==> src/rtl/pc_seq_pkg.sv <==
// pc_seq_pkg: shared types and constants for the PC sequencer slice.
// Holds the sequencer FSM state type, the fixed instruction size and the
// default reset/trap vectors used as parameter defaults by pc_sequencer.
package pc_seq_pkg;

  typedef enum logic [1:0] {
    ST_BOOT = 2'd0,
    ST_RUN  = 2'd1,
    ST_HALT = 2'd2
  } state_t;

  // Every instruction is 4 bytes; sequential fetch advances by this amount.
  localparam int INSN_BYTES = 4;

  localparam logic [63:0] DEFAULT_RESET_VECTOR = 64'h0;
  localparam logic [63:0] DEFAULT_TRAP_VECTOR  = 64'h100;

endpackage

==> src/rtl/pc_ras.sv <==
// pc_ras: circular return-address stack used by pc_sequencer when the
// PC_SEQ_RAS_EN build macro is defined.
// - push on a full stack overwrites the oldest entry (pointer just wraps)
// - pop on an empty stack is ignored; the caller checks 'empty'
// - push together with pop replaces the top entry, depth unchanged
//   (on an empty stack this degenerates to a plain push)
module pc_ras
  import pc_seq_pkg::*;
#(
  parameter int XLEN      = 32,
  parameter int RAS_DEPTH = 4
) (
  input  logic            clk,
  input  logic            reset,
  input  logic            push,
  input  logic            pop,
  input  logic [XLEN-1:0] push_data,
  output logic [XLEN-1:0] top,
  output logic            empty
);

  localparam int PTR_W = $clog2(RAS_DEPTH);

  // Entry storage carries no reset: a zero count already hides stale data.
  logic [XLEN-1:0] entry_mem [RAS_DEPTH];

  // wr_ptr_reg points at the next free slot; the top entry sits just below it.
  logic [PTR_W-1:0] wr_ptr_reg, wr_ptr_next;
  logic [PTR_W:0]   count_reg, count_next;
  logic [PTR_W-1:0] top_idx;
  logic [PTR_W-1:0] wr_idx;
  logic             full;
  logic             do_pop;

  assign top_idx = wr_ptr_reg - PTR_W'(1);
  assign empty   = (count_reg == '0);
  assign full    = (count_reg == (PTR_W+1)'(RAS_DEPTH));
  assign top     = entry_mem[top_idx];
  assign do_pop  = pop & ~empty;

  // Next pointer/count and the slot to write for this cycle's operation.
  always_comb begin
    wr_ptr_next = wr_ptr_reg;
    count_next  = count_reg;
    wr_idx      = wr_ptr_reg;
    if (push && do_pop) begin
      wr_idx = top_idx;
    end else if (push) begin
      wr_ptr_next = wr_ptr_reg + PTR_W'(1);
      if (!full) begin
        count_next = count_reg + (PTR_W+1)'(1);
      end
    end else if (do_pop) begin
      wr_ptr_next = top_idx;
      count_next  = count_reg - (PTR_W+1)'(1);
    end
  end

  // Stack pointer and occupancy; reset empties the stack immediately.
  always_ff @(posedge clk or posedge reset) begin
    if (reset) begin
      wr_ptr_reg <= '0;
      count_reg  <= '0;
    end else begin
      wr_ptr_reg <= wr_ptr_next;
      count_reg  <= count_next;
    end
  end

  // Entry write; suppressed while reset is high so no push lands during it.
  always_ff @(posedge clk) begin
    if (push && !reset) begin
      entry_mem[wr_idx] <= push_data;
    end
  end

endmodule

==> src/rtl/pc_sequencer.sv <==
// pc_sequencer: program-counter sequencer with BOOT/RUN/HALT control,
// trap/mret handling, misaligned-target detection and an optional
// return-address stack.
// Build macro PC_SEQ_RAS_EN: when defined, a pc_ras instance is compiled in
// and ras_push/ras_pop act on it; when undefined they are ignored and no
// stack storage exists.
// Next-PC priority in RUN: trap > halt_req > mret > redirect > stall > pc+4.
// halt_req freezes pc for the cycle it is accepted; a trap in the same
// cycle wins and the sequencer stays in RUN.
module pc_sequencer
  import pc_seq_pkg::*;
#(
  parameter int              XLEN         = 32,
  parameter logic [XLEN-1:0] RESET_VECTOR = XLEN'(DEFAULT_RESET_VECTOR),
  parameter logic [XLEN-1:0] TRAP_VECTOR  = XLEN'(DEFAULT_TRAP_VECTOR),
  parameter int              RAS_DEPTH    = 4
) (
  input  logic            clk,
  input  logic            reset,
  input  logic            stall,
  input  logic            redirect_valid,
  input  logic [XLEN-1:0] redirect_target,
  input  logic            trap,
  input  logic            mret,
  input  logic            halt_req,
  input  logic            ras_push,
  input  logic            ras_pop,
  output logic [XLEN-1:0] pc,
  output logic [XLEN-1:0] pc_plus4,
  output logic [XLEN-1:0] epc,
  output logic            fetch_valid,
  output logic            misaligned
);

  state_t          state_reg, state_next;
  logic [XLEN-1:0] pc_reg, pc_next;
  logic [XLEN-1:0] epc_reg, epc_next;
  logic            fetch_valid_reg;
  logic            misaligned_reg, misaligned_next;

  logic [XLEN-1:0] ras_top;
  logic            ras_empty;
  logic            ras_push_en;
  logic            ras_pop_en;
  logic            use_ras_top;
  logic [XLEN-1:0] redir_target;

  assign pc          = pc_reg;
  assign epc         = epc_reg;
  assign fetch_valid = fetch_valid_reg;
  assign misaligned  = misaligned_reg;
  assign pc_plus4    = pc_reg + XLEN'(INSN_BYTES);

  // A stalled cycle never touches the stack, so a stalled pop falls back
  // to redirect_target.
  assign use_ras_top  = ras_pop & ~stall & ~ras_empty;
  assign redir_target = use_ras_top ? ras_top : redirect_target;

`ifdef PC_SEQ_RAS_EN
  pc_ras #(
    .XLEN      (XLEN),
    .RAS_DEPTH (RAS_DEPTH)
  ) u_ras (
    .clk       (clk),
    .reset     (reset),
    .push      (ras_push_en),
    .pop       (ras_pop_en),
    .push_data (pc_plus4),
    .top       (ras_top),
    .empty     (ras_empty)
  );
`else
  // No stack: it always looks empty, so redirect_target is always used.
  logic unused_ras;
  assign ras_top    = '0;
  assign ras_empty  = 1'b1;
  assign unused_ras = ras_push_en ^ ras_pop_en;
`endif

  // Next state, next PC/EPC, misaligned pulse and stack operations.
  always_comb begin
    state_next      = state_reg;
    pc_next         = pc_reg;
    epc_next        = epc_reg;
    misaligned_next = 1'b0;
    ras_push_en     = 1'b0;
    ras_pop_en      = 1'b0;
    case (state_reg)
      ST_BOOT: begin
        state_next = ST_RUN;
      end
      ST_RUN: begin
        if (trap) begin
          pc_next  = TRAP_VECTOR;
          epc_next = pc_reg;
        end else if (halt_req) begin
          state_next = ST_HALT;
        end else if (mret) begin
          if (epc_reg[1:0] != 2'b00) begin
            pc_next         = TRAP_VECTOR;
            epc_next        = pc_reg;
            misaligned_next = 1'b1;
          end else begin
            pc_next = epc_reg;
          end
        end else if (redirect_valid) begin
          if (redir_target[1:0] != 2'b00) begin
            // Behaves like a trap: stack left untouched.
            pc_next         = TRAP_VECTOR;
            epc_next        = pc_reg;
            misaligned_next = 1'b1;
          end else begin
            pc_next     = redir_target;
            ras_push_en = ras_push & ~stall;
            ras_pop_en  = ras_pop & ~stall;
          end
        end else if (!stall) begin
          pc_next = pc_plus4;
        end
      end
      ST_HALT: begin
        if (trap) begin
          state_next = ST_RUN;
          pc_next    = TRAP_VECTOR;
          epc_next   = pc_reg;
        end
      end
      default: begin
        state_next = ST_BOOT;
      end
    endcase
  end

  // State and registered outputs; reset returns everything to BOOT at once.
  always_ff @(posedge clk or posedge reset) begin
    if (reset) begin
      state_reg       <= ST_BOOT;
      pc_reg          <= RESET_VECTOR;
      epc_reg         <= '0;
      fetch_valid_reg <= 1'b0;
      misaligned_reg  <= 1'b0;
    end else begin
      state_reg       <= state_next;
      pc_reg          <= pc_next;
      epc_reg         <= epc_next;
      fetch_valid_reg <= (state_next == ST_RUN);
      misaligned_reg  <= misaligned_next;
    end
  end

endmodule
==> config.mk <==
export PLATFORM = sky130hd
export DESIGN_NAME = pc_sequencer
export DESIGN_NICKNAME = d
export VERILOG_FILES = /design/src/rtl/pc_seq_pkg.sv /design/src/rtl/pc_ras.sv /design/src/rtl/pc_sequencer.sv
export SDC_FILE = /design/constraint.sdc
export NUM_CORES = 1
export LEC_CHECK = 0
export CORE_ASPECT_RATIO = 1.75
export CORE_MARGIN = 1.5
export CORE_UTILIZATION = 35
export DETAILED_ROUTE_END_ITERATION = 8
export PLACE_DENSITY = 0.66
export SLEW_MARGIN = 20
export SYNTH_ARGS = -nofsm -noshare
export SYNTH_HDL_FRONTEND = slang
export SYNTH_HIERARCHICAL = 1
export SYNTH_SLANG_ARGS = --single-unit
==> constraint.sdc <==
create_clock -name clk -period 2 [get_ports clk]
set_input_delay 0.4 -clock clk [delete_from_list [all_inputs] [get_ports clk]]
set_output_delay 0.4 -clock clk [all_outputs]
set_load 0.005 [all_outputs]
==> flow_metrics.tcl, run 1 <==
set metrics [dict create \
    run_status "complete, but fails checks" \
    violations "DRC, setup timing" \
    hold_class "in2async" \
    synth_edf_count 0 \
    synth_top_family_by_area "compound AO/OA/AOI/OAI gates" \
    synth_area_um2 4180 \
    htree_levels 3 \
    fin_skew_ps 8.35 \
    slew_violations 0 \
    die_w_um 85.6 \
    powerDensity_nw_per_um2 1520 \
    synth_adder_area_share_pct 1.50 \
    p_leak_nw 3.54 \
    synth_top_area_share_pct 40.7 \
    timing.final.ws_setup_ps -569 \
    grt_pass1_wl_um 27100 \
    dieHeight_um 148 \
    drc 6 \
    max_slew_margin_pct 64.8 \
    layout_common_cells "clkdlybuf4s50_1, buf_4, dfrtp_1" \
    max_freq_ghz 0.389 \
    regToRegStartpoint "pc[3]$_DFFE_PP0P_" \
    synthCells 445 \
    drive_above_1_share_pct 38.8 \
    multi_input_area_um2 2860 \
    synthMuxAreaShare_pct 8.36 \
    dr.pass1.iters 7 \
    num_vias 4978 \
    arrival_ps 2170 \
    met1Wirelength_um 6220 \
    synth_cell_types 59 \
    numClockSinks 68 \
    design.core.area_um2 11600 \
    critPathMaxFanout 2 \
    intPower_mw 7.11 \
    antenna_cells 0 \
    synth_nets 491 \
    vdd_drop_max_mv 1.12 \
    clk_pin_slew_worst_paths_ps 60 \
    fill_cells 849 \
    wl_met2_um 9500 \
    finalHoldViolCount 0 \
    crit_path_start "pc[3]$_DFFE_PP0P_" \
    async_reset_ff_share_pct 100 \
    final_nets 742 \
    power_frac_comb_pct 64.5 \
    clockBufferDepth 2 \
    finalSetupViolCount 30 \
    start_kind "flop" \
    avgSynthCellArea_um2 9.39 \
    synth-seq-cells 68 \
    grt-ovfl-total 0 \
    clk_latency_ps 350 \
    post_drt_wl_per_cell_um 21.7 \
    synth_compound_area_share_pct 19.5 \
    dp_hpwl_um 11200 \
    seq_area_frac_synth_pct 40.7 \
    avgViaCountPerCell 5.95 \
    dr_wl_met3_um 1190 \
    required_ps 1600 \
    endpoint_kind "primary output" \
    seq_area_um2 1700 \
    slowest_delay_ps 380 \
    grt_max_degree 69 \
    power.total_mw 11.7 \
    hold_buffers 0 \
    wl_um 18100 \
    place_congestion 0.871 \
    grt_antenna_before_repair 0 \
    io_pins 139 \
    rsz0062_at_grt "true" \
    drt.antenna.violating_nets 0 \
    syn_to_final_growth_pct 83.6 \
    root_buffer "clkbuf_16" \
    utilization_pct 66.2 \
    dieArea_um2 12600 \
    switchingPower_mw 4.54 \
    synth-warning-count 6 \
    synth.area.top_cells "dfrtp_1, mux2_1, a21oi_1" \
    drt_iter0_markers 390 \
    switching_share_pct 38.9 \
    fin_crit_ps 2570 \
    highest_layer "met4" \
    rows 52 \
    synth_xor_area_share_pct 5.66 \
    cp_slowest_cell "dfrtp_1" \
    synth_simple_gate_area_share_pct 19.2 \
    start_util_pct 36.1 \
    cts_buffers 9 \
    tightest_slew_ps 526 \
    clkPwrFrac_pct 15.2 \
    synthFlopType "dfrtp_1" \
    cts_tree "built" \
    pwr-share-seq_pct 20.3 \
    cap_violations 0 \
    grt_usage_pct 28.1 \
    path_cells "ha_2, nand4_1, nor4_2, buf_4, nor4b_4, xor2_1, buf_2" \
    grt_pass1_vias 5057 \
    period_share_pct 128 \
    synth_top_area_cell "dfrtp_1" \
    dp_slack_ps -509 \
    portBuffers 136 \
    crit_type "reg2out" \
]
## cell families after synthesis
family | count (synthesis)
simple gates | 145
compound gates | 123
flops | 68
buf+inv | 46
mux | 31
xor+xnor | 27
fa+ha+maj | 5
## synthesized netlist by cell type, types with 2 or more instances
master	number
nor2_1	33
nand3_1	17
and4_1	4
buf_1	2
clkbuf_1	15
a2bb2oi_1	4
buf_2	13
nand4_1	9
o22ai_1	3
nor3_2	2
or3_1	3
and3_1	7
o31ai_1	3
xor2_1	13
a222oi_1	3
ha_1	5
nor3b_1	2
nor3_1	5
o21ai_0	23
o21a_1	3
mux2_1	28
buf_4	6
xnor2_1	14
inv_1	10
o311ai_0	3
nand2b_1	3
and2_1	5
nor4_1	5
dfrtp_1	68
a221oi_1	11
o31a_1	2
mux2_2	3
a22oi_1	3
a211oi_1	3
nand2_1	37
or4_1	3
a22o_1	5
a21oi_1	46
## area by class of cell
type	count	area share, %
Multi-Input combinational cell	331	37.3
Clock buffer	10	3.12
Clock inverter	6	1.14
Tap cell	135	2.20
Timing Repair Buffer	276	33.5
Sequential cell	68	22.2
Inverter	10	0.571
## repair_timing
item | CTS | global route
gates resized for setup | 194 | 71
buffers inserted | 33 | 22
pin swaps | 49 | 34
setup endpoints to repair | 81 | 79
cloned | 4 | 0
## critical path: cells and delay by family, from the launching register on
family | cells | cell delay (ps)
simple gates | 3 | 640
xor+xnor | 1 | 280
fa+ha+maj | 1 | 190
flops | 1 | 380
buf+inv | 2 | 340
## metrics by stage
stage	TNS (ps)	hold slack, ps	cells	instance area (µm²)
after floorplan	0	497	445	4180
after global placement	-32300	497	771	6310
after detailed placement	-33590	497	771	6310
after CTS	-7800	516	822	7310
after global routing	-10160	545	836	7670
final	-8430	476	836	7670
## metal layers
metal	vias up	global-route usage (%)
met5	-	0
met2	291	49.7
met1	2445	29.7
met4	0	19.2
li1	2150	-
met3	92	5.08
## final timing paths
kind,slack [ps],depth (start not counted),end
worst max-delay path,-570,7,pc_plus4[30]
worst min-delay path,480,3,epc[6]$_DFFE_PP0P_
worst max register to register,-160,10,pc[20]$_DFFE_PP0P_
worst min register to register,520,1,epc[16]$_DFFE_PP0P_
max in group asynchronous,1150,3,state_reg[0]$_DFF_PP0_
min in group clk,520,1,epc[16]$_DFFE_PP0P_
## power groups by stage
| stage | sequential [mW] | combinational (mW) | clock (mW) |
|---|---|---|---|
| detailed placement | 2.33 | 5.77 | 0 |
| CTS | 2.32 | 6.69 | 1.78 |
| global placement | 2.30 | 5.69 | 0 |
| floorplan | 2.42 | 2.41 | 0 |
| finish | 2.37 | 7.51 | 1.77 |
| global route | 2.43 | 7.86 | 1.85 |
(Power assumes the default switching activity.)
==> run 2, diff against run 1 <==
--- a/config.mk
+++ b/config.mk
@@ -9,7 +9,6 @@
 export CORE_MARGIN = 1.5
 export CORE_UTILIZATION = 35
 export DETAILED_ROUTE_END_ITERATION = 8
-export PLACE_DENSITY = 0.66
 export SLEW_MARGIN = 20
 export SYNTH_ARGS = -nofsm -noshare
 export SYNTH_HDL_FRONTEND = slang
==> constraint.sdc (replaced) <==
create_clock -name clk -period 2.9 [get_ports clk]
set_input_delay 0.58 -clock clk [delete_from_list [all_inputs] [get_ports clk]]
set_output_delay 0.58 -clock clk [all_outputs]
set_load 0.005 [all_outputs]
==> run 2 against run 1 <==
- the run ends with DRC left
- power fell by 45%
- sequential share of layout area rose by 4.2 points
- flip-flop and latch count did not move
- highest routed layer unchanged
- critical endpoint is now pc_plus4[27]
==> flow_metrics.tcl, run 2 (same netlist as run 1, synthesis figures left out) <==
set metrics [dict create \
    run_status "complete, but fails checks" \
    violations "DRC" \
    dp_hpwl_um 10800 \
    placed_cells 731 \
    tns_ps 0 \
    hp-start "epc[17]$_DFFE_PP0P_" \
    cp.buffers_inverters 3 \
    cp_slowest_cell "dfrtp_1" \
    path_cells "buf_4, and4_4, nand4b_1, buf_4, or3_4, xnor2_1, dlygate4sd2_1" \
    io_pins 139 \
    vdd_drop_max_mv 0.823 \
    crit_type "reg2out" \
    intPower_mw 3.91 \
    drt.antenna.violating_nets 0 \
    cap_violations 0 \
    use_met2_pct 43.3 \
    instances_no_fill 755 \
    clkPwrFrac_pct 17.1 \
    final_cell_area_um2 6470 \
    fill_cells 1054 \
    r2r_slack_ps 630 \
    drive_above_1_share_pct 18.2 \
    slew_violations 0 \
    cpMostUsedCell "buf_4" \
    fin_skew_ps 7.40 \
    htree_levels 3 \
    clk_pin_slew_worst_paths_ps 50 \
    r2r_cells 8 \
    r2r-end "pc[12]$_DFFE_PP0P_" \
    hold_class "reg2reg" \
    holdWs_ps 517 \
    layout_commonest_cell "clkdlybuf4s50_1" \
    grt-ovfl-total 0 \
    cts_buffers 9 \
    avgViaCountPerCell 5.69 \
    root_buffer "clkbuf_16" \
    grt_max_degree 34 \
    drt_iter0_markers 263 \
    clk_latency_ps 330 \
    hold_depth 1 \
    grt-busiest-layer "met2" \
    dp_slack_ps 89.6 \
    tightest_slew_ps 570 \
    power.total_mw 6.35 \
    post_drt_wl_per_cell_um 19.7 \
    critPathMaxFanout 6 \
    wl_um 14900 \
    utilization_pct 55.8 \
    clockBufferDepth 2 \
    switchingPower_mw 2.45 \
    grt_pass1_wl_um 23300 \
    numClockSinks 68 \
    endpoint_kind "primary output" \
    required_ps 2320 \
    cts_tree "built" \
    powerDensity_nw_per_um2 983 \
    p_leak_nw 2.85 \
    arrival_ps 2250 \
    syn_to_final_growth_pct 54.8 \
    regToRegStartpoint "state_reg[1]$_DFF_PP0_" \
    design.core.area_um2 11600 \
    start_util_pct 36.1 \
    start_kind "flop" \
    grt_usage_pct 23.6 \
    dieArea_um2 12600 \
    globalRouteMet1Util_pct 26.7 \
    finalSetupViolCount 0 \
    timing.final.ws_setup_ps 70.8 \
    die_w_um 85.6 \
    slowest_delay_ps 350 \
    grt_antenna_before_repair 0 \
    place_congestion 0.870 \
    finalHoldViolCount 0 \
    rows 52 \
    placed_cell_area_um2 5970 \
    min_to "epc[17]$_DFFE_PP0P_" \
    max_slew_margin_pct 61.9 \
    met3_usage_pct 3.52 \
    dieHeight_um 148 \
    layout_common_cells "clkdlybuf4s50_1, dfrtp_1, buf_4" \
    rsz0062_at_grt "true" \
    fin_crit_ps 2830 \
    critical_path.top_delay_family "simple AND/OR/NAND/NOR gates" \
    antenna_cells 0 \
    hold_buffers 0 \
    power_frac_comb_pct 56.8 \
    max_freq_ghz 0.353 \
    pwr-share-seq_pct 26.1 \
    switching_share_pct 38.5 \
    portBuffers 136 \
    num_vias 4299 \
    drc 8 \
    dr.pass1.iters 8 \
    period_share_pct 97.6 \
    grt_pass1_vias 4415 \
    final_nets 663 \
]
run 2: cell count changes in the layout (fill, tap and decap cells not counted), moves of 5 or more:
cell	delta
buf_6	-26
clkdlybuf4s50_1	+23
xnor2_2	-5
buf_2	-26
mux2_4	-6
buf_12	-7
buf_4	-42
nor2_1	+6
nand3_1	+5
xnor2_1	+8
mux2_1	+6
run 2: cell type report:
type / count / area, µm² / area share [%]
Clock buffer: 12 / 256 / 3.97
Clock inverter: 2 / 35.0 / 0.542
Inverter: 10 / 37.5 / 0.580
Multi-Input combinational cell: 331 / 2410 / 37.2
Sequential cell: 68 / 1710 / 26.4
Tap cell: 135 / 169 / 2.61
Timing Repair Buffer: 197 / 1860 / 28.7
run 2: routing by layer:
| layer | wire length, µm | vias up |
|---|---|---|
| li1 | - | 1982 |
| met1 | 5480 | 2094 |
| met2 | 8120 | 185 |
| met5 | 0 | - |
| met4 | 450 | 0 |
| met3 | 816 | 38 |
run 2: worst max path at each step:
stage                       from             endpoint  cells past startpoint
6_report       pc[2]$_DFFE_PP0P_         pc_plus4[27]                      7
5_1_grt        pc[2]$_DFFE_PP0P_         pc_plus4[25]                      7
4_1_cts        pc[2]$_DFFE_PP0P_         pc_plus4[16]                      6
3_5_place_dp                trap  epc[24]$_DFFE_PP0P_                      6
3_3_place_gp                trap  epc[21]$_DFFE_PP0P_                      6
2_1_floorplan              reset   epc[0]$_DFFE_PP0P_                      1
run 2: power by group through the flow:
stage	clock network (mW)	registers [mW]	logic (mW)
2_1_floorplan	0	1.67	1.67
3_5_place_dp	0	1.65	3.64
5_1_grt	1.15	1.70	3.89
6_report	1.09	1.66	3.61
3_3_place_gp	0	1.64	3.57
4_1_cts	1.11	1.64	3.63
run 2: what timing repair did:
action / CTS / global route
setup endpoints to repair: 15 / 9
setup buffers: 9 / 1
pin swaps: 13 / 4
resized for setup: 27 / 14
==> run 3, diff against run 2 <==
--- a/config.mk
+++ b/config.mk
@@ -9,8 +9,8 @@
 export CORE_MARGIN = 1.5
 export CORE_UTILIZATION = 35
 export DETAILED_ROUTE_END_ITERATION = 8
+export MAX_ROUTING_LAYER = met4
 export SLEW_MARGIN = 20
 export SYNTH_ARGS = -nofsm -noshare
 export SYNTH_HDL_FRONTEND = slang
-export SYNTH_HIERARCHICAL = 1
 export SYNTH_SLANG_ARGS = --single-unit
==> run 3 against run 2 <==
- maximum frequency about the same
- clock power about the same
- global-route usage increased by 0.69 points
- worst setup slack about the same
- combinational power about the same
- critical path type unchanged
- power about the same
- highest routed layer unchanged
- largest power group unchanged
- non-clock buffer count unchanged
- register-to-register slack improved by 20 ps
- final area unchanged
- hold slack got worse by 2.0 ps
- critical endpoint unchanged
- the run still ends with DRC left
- wire length decreased by 0.13%
- largest cell class unchanged
==> flow_metrics.tcl, run 3 <==
set metrics [dict create \
    cts_buffers 9 \
    grt_antenna_before_repair 0 \
    grt_usage_pct 24.3 \
    holdWs_ps 515 \
    syn_to_final_growth_pct 54.8 \
    root_buffer "clkbuf_16" \
    synth.area.top_cells "dfrtp_1, mux2_1, a21oi_1" \
    fill_cells 1054 \
    run_status "complete, but fails checks" \
    avgSynthCellArea_um2 9.39 \
    drt.antenna.violating_nets 0 \
    seq_area_frac_synth_pct 40.7 \
    avgViaCountPerCell 5.68 \
    arrival_ps 2250 \
    rows 52 \
    powerDensity_nw_per_um2 982 \
    slew_violations 0 \
    synth_nets 491 \
    finalHoldViolCount 0 \
    synth-seq-cells 68 \
    grt_pass1_vias 4404 \
    fin_crit_ps 2830 \
    dr.pass1.iters 7 \
    cpMostUsedCell "buf_4" \
    wl_um 14800 \
    synthTopCellsByCount "dfrtp_1, a21oi_1, nand2_1, nor2_1, mux2_1" \
    violations "DRC" \
    grt_pass1_wl_um 23300 \
    num_vias 4288 \
    start_kind "flop" \
    rsz0062_at_grt "true" \
    drc 8 \
    htree_levels 3 \
    fin_skew_ps 6.01 \
    clk_latency_ps 330 \
    critPathMaxFanout 6 \
    async_reset_ff_share_pct 100 \
    post_drt_wl_per_cell_um 19.7 \
    utilization_pct 55.8 \
    portBuffers 136 \
    placed_cell_area_um2 5970 \
    final_nets 663 \
    layout_commonest_cell "clkdlybuf4s50_1" \
    period_share_pct 97.6 \
    synth-warning-count 0 \
    synthFlopType "dfrtp_1" \
    p_leak_nw 2.85 \
    hold_class "reg2reg" \
    path_cells "buf_4, and4_4, nand4b_1, buf_4, or3_4, xnor2_1, dlygate4sd2_1" \
    endpoint_kind "primary output" \
    cts_tree "built" \
    synthCells 445 \
    design.core.area_um2 11600 \
    vdd_drop_max_mv 0.825 \
    dp_hpwl_um 10800 \
    synth_edf_count 0 \
    layout_common_cells "clkdlybuf4s50_1, dfrtp_1, buf_4" \
    required_ps 2320 \
    final_cell_area_um2 6470 \
    synth_cell_types 59 \
    synth_top_area_cell "dfrtp_1" \
    finalSetupViolCount 0 \
    io_pins 139 \
    hold_buffers 0 \
    dieArea_um2 12600 \
    start_util_pct 36.1 \
    place_congestion 0.884 \
    clockBufferDepth 2 \
    cp_slowest_cell "dfrtp_1" \
    grt-ovfl-total 0 \
    cap_violations 0 \
    slowest_delay_ps 350 \
    grt_max_degree 34 \
    yosys.cell_count.top_type "dfrtp_1" \
    antenna_cells 0 \
    clk_pin_slew_worst_paths_ps 50 \
    max_slew_margin_pct 62.0 \
    synth_top_area_share_pct 40.7 \
    crit_type "reg2out" \
    synth_area_um2 4180 \
    tightest_slew_ps 570 \
    drive_above_1_share_pct 18.2 \
    die_w_um 85.6 \
    drt_iter0_markers 281 \
    max_freq_ghz 0.353 \
    dieHeight_um 148 \
    numClockSinks 68 \
    tns_ps 0 \
]
run 3: cell counts after synthesis:
No cell type changed its count.
run 3: kinds of logic (layout without fill, tap and decap cells):
kind of cell	after synthesis	count (layout)	share of synthesized area, %
multiplexers	31	31	8.36
AND/OR/NAND/NOR	145	145	19.2
XOR/XNOR	27	27	5.66
adder cells (fa/ha/maj)	5	5	1.50
buffers and inverters	46	221	5.06
flip-flops	68	68	40.7
AO/OA/AOI/OAI	123	123	19.5
run 3: final timing paths:
path | startpoint | to | slack, ps | cells past startpoint
max | pc[2]$_DFFE_PP0P_ | pc_plus4[27] | 70 | 7
min | epc[17]$_DFFE_PP0P_ | epc[17]$_DFFE_PP0P_ | 510 | 1
max reg2reg | state_reg[1]$_DFF_PP0_ | pc[12]$_DFFE_PP0P_ | 650 | 8
min reg2reg | epc[17]$_DFFE_PP0P_ | epc[17]$_DFFE_PP0P_ | 510 | 1
max in group asynchronous | reset | pc[17]$_DFFE_PP0P_ | 1670 | 3
min in group asynchronous | reset | epc[8]$_DFFE_PP0P_ | 640 | 2
run 3: power by group:
part	switching, mW	internal (mW)	leakage [nW]	total (mW)
clock	0.387	0.701	0.145	1.09
combinational	1.71	1.89	1.82	3.61
sequential	0.344	1.31	0.887	1.65
total	2.44	3.91	2.85	6.35
run 3: per-stage QoR:
| step | cells | worst slack [ps] | power, mW |
|---|---|---|---|
| after floorplan | 445 | 608 | 3.33 |
| after global placement | 731 | 139 | 5.21 |
| after detailed placement | 731 | 89.6 | 5.28 |
| after CTS | 754 | 1.05 | 6.38 |
| after global routing | 755 | -32.8 | 6.74 |
| final | 755 | 70.7 | 6.35 |
run 3: final cells by class:
cell class	instances	area [µm²]	area share [%]
Clock buffer	12	256	3.97
Clock inverter	2	35.0	0.542
Inverter	10	37.5	0.580
Multi-Input combinational cell	331	2410	37.2
Sequential cell	68	1710	26.4
Tap cell	135	169	2.61
Timing Repair Buffer	197	1860	28.7
run 3: metal layers:
layer  vias up  routed length (µm)  track usage (%)
met2       160                8110             43.1
met4         0                 414             10.0
li1       1987                   -                -
met3        30                 716             3.35
met1      2111                5600             27.0
met5         -                   0                -
run 3: worst max-delay path: cells and delay by family (launching register included):
family        cells  cell delay [ps]
flops             1              350
xor+xnor          1              130
buf+inv           3              620
simple gates      3              820
run 3: repair_timing:
item                                    in CTS  in global routing
endpoints found under the setup margin      15                  9
pin swaps                                   13                  5
setup buffers                                9                  1
endpoints found under the hold margin        0                  0
resized for setup                           27                 14
==> patch (flow settings as in run 1) <==
Build with the macro `PC_SEQ_RAS_EN` defined.
--- a/src/rtl/pc_sequencer.sv
+++ b/src/rtl/pc_sequencer.sv
@@ -7,6 +7,8 @@
 // Next-PC priority in RUN: trap > halt_req > mret > redirect > stall > pc+4.
 // halt_req freezes pc for the cycle it is accepted; a trap in the same
 // cycle wins and the sequencer stays in RUN.
+`define PC_SEQ_RAS_EN
+
 module pc_sequencer
   import pc_seq_pkg::*;
 #(
Formal check against the unedited RTL: not equivalent (Yosys sat finds a counterexample within 4 cycles, from zero or initial values and one cycle with reset high).
==> patch against run 1 <==
  * The run ends with negative setup slack left
  * Design area up 100%
  * Sequential power rose by 140%
  * Setup slack got worse by 0.69 ns
  * Area after synthesis up 130%
  * Utilization decreased by 7.2 points
  * Power grew 57%
  * Sequential cell count is 133 higher
  * Sequential share of layout area rose by 14 points
  * Wire length up 110%
  * Critical path type is now flip-flop to flip-flop
  * Largest cell class is now flip-flops and latches
==> patch: results <==
[final_layout]
inverters = 15
n_clock_buffer = 24
seq_share_pct = 36.4
n_all_buffers = 435
multi_input_gates = 447
buffer_area_share_pct = 27.4
drive_above_1_share_pct = 48.3
multi_input_area_um2 = 4520
nFillCells = 1960

[setup_path]
reg2regPathDepth = 12
slowest_delay_ns = 0.55
cp_slowest_cell = "mux4_2"

[detailed_routing]
num_vias = 8579
drt_iter0_drc = 1063
wirelength_met1_um = 12900

[clock_network]
ctsResizeCount = 257
cts_buffer_depth = 3
cts_setup_buffers = 65
numClockSinks = 201
clock_latency_ns = 0.52
cts_buffers = 20

[power]
p_leak_nw = 6.60

[grt]
grt_pass1_wl_um = 52300
grt_pass1_vias = 8620
grt_max_degree = 35
track_usage_pct = 25.5

[yosys]
syn-num-nets = 763
netlist_area_um2 = 9410
synth_cell_types = 63
syn_avg_cell_area_um2 = 13.2
synth_area_leaders = "edfxtp_1 41%, dfrtp_1 19%, mux4_2 7.7%, nand3_1 3.9%, mux2_2 3.8%"

[sta]
finalSetupTns_ns = -217.51
setup_viol = 312
fin_skew_ns = 0.0139
setup_slack_ns = -1.26

[outcome]
violations = "negative setup slack"
status = "finished, violations left"

[place]
dp.cells = 1300
-- patch: cell count changes after synthesis, moves of 7 or more --
cell,delta
a21oi_1,-13
a221o_1,+7
a31oi_1,+11
clkbuf_1,+7
edfxtp_1,+128
mux2_1,-28
mux2_2,+29
mux4_2,+32
nand3_1,+56
o21ai_0,+15
-- patch: kinds of logic after synthesis --
family                     Yosys count  synth area share [%]
and+or+nand+nor                    209                  11.4
buffers and inverters               65                  3.27
DFF                                201                  60.3
adders and majority gates            9                  1.28
AOI/OAI and AO/OA                  137                  9.65
muxes                               64                  11.5
xor gates and xnor gates            28                  2.61
-- patch: where the power goes --
group	internal [mW]	total (mW)	leakage [nW]	switching [mW]
sequential	5.13	5.59	2.15	0.459
combinational	4.67	8.80	4.13	4.14
clock	2.20	3.94	0.313	1.74
total	12.0	18.3	6.60	6.34
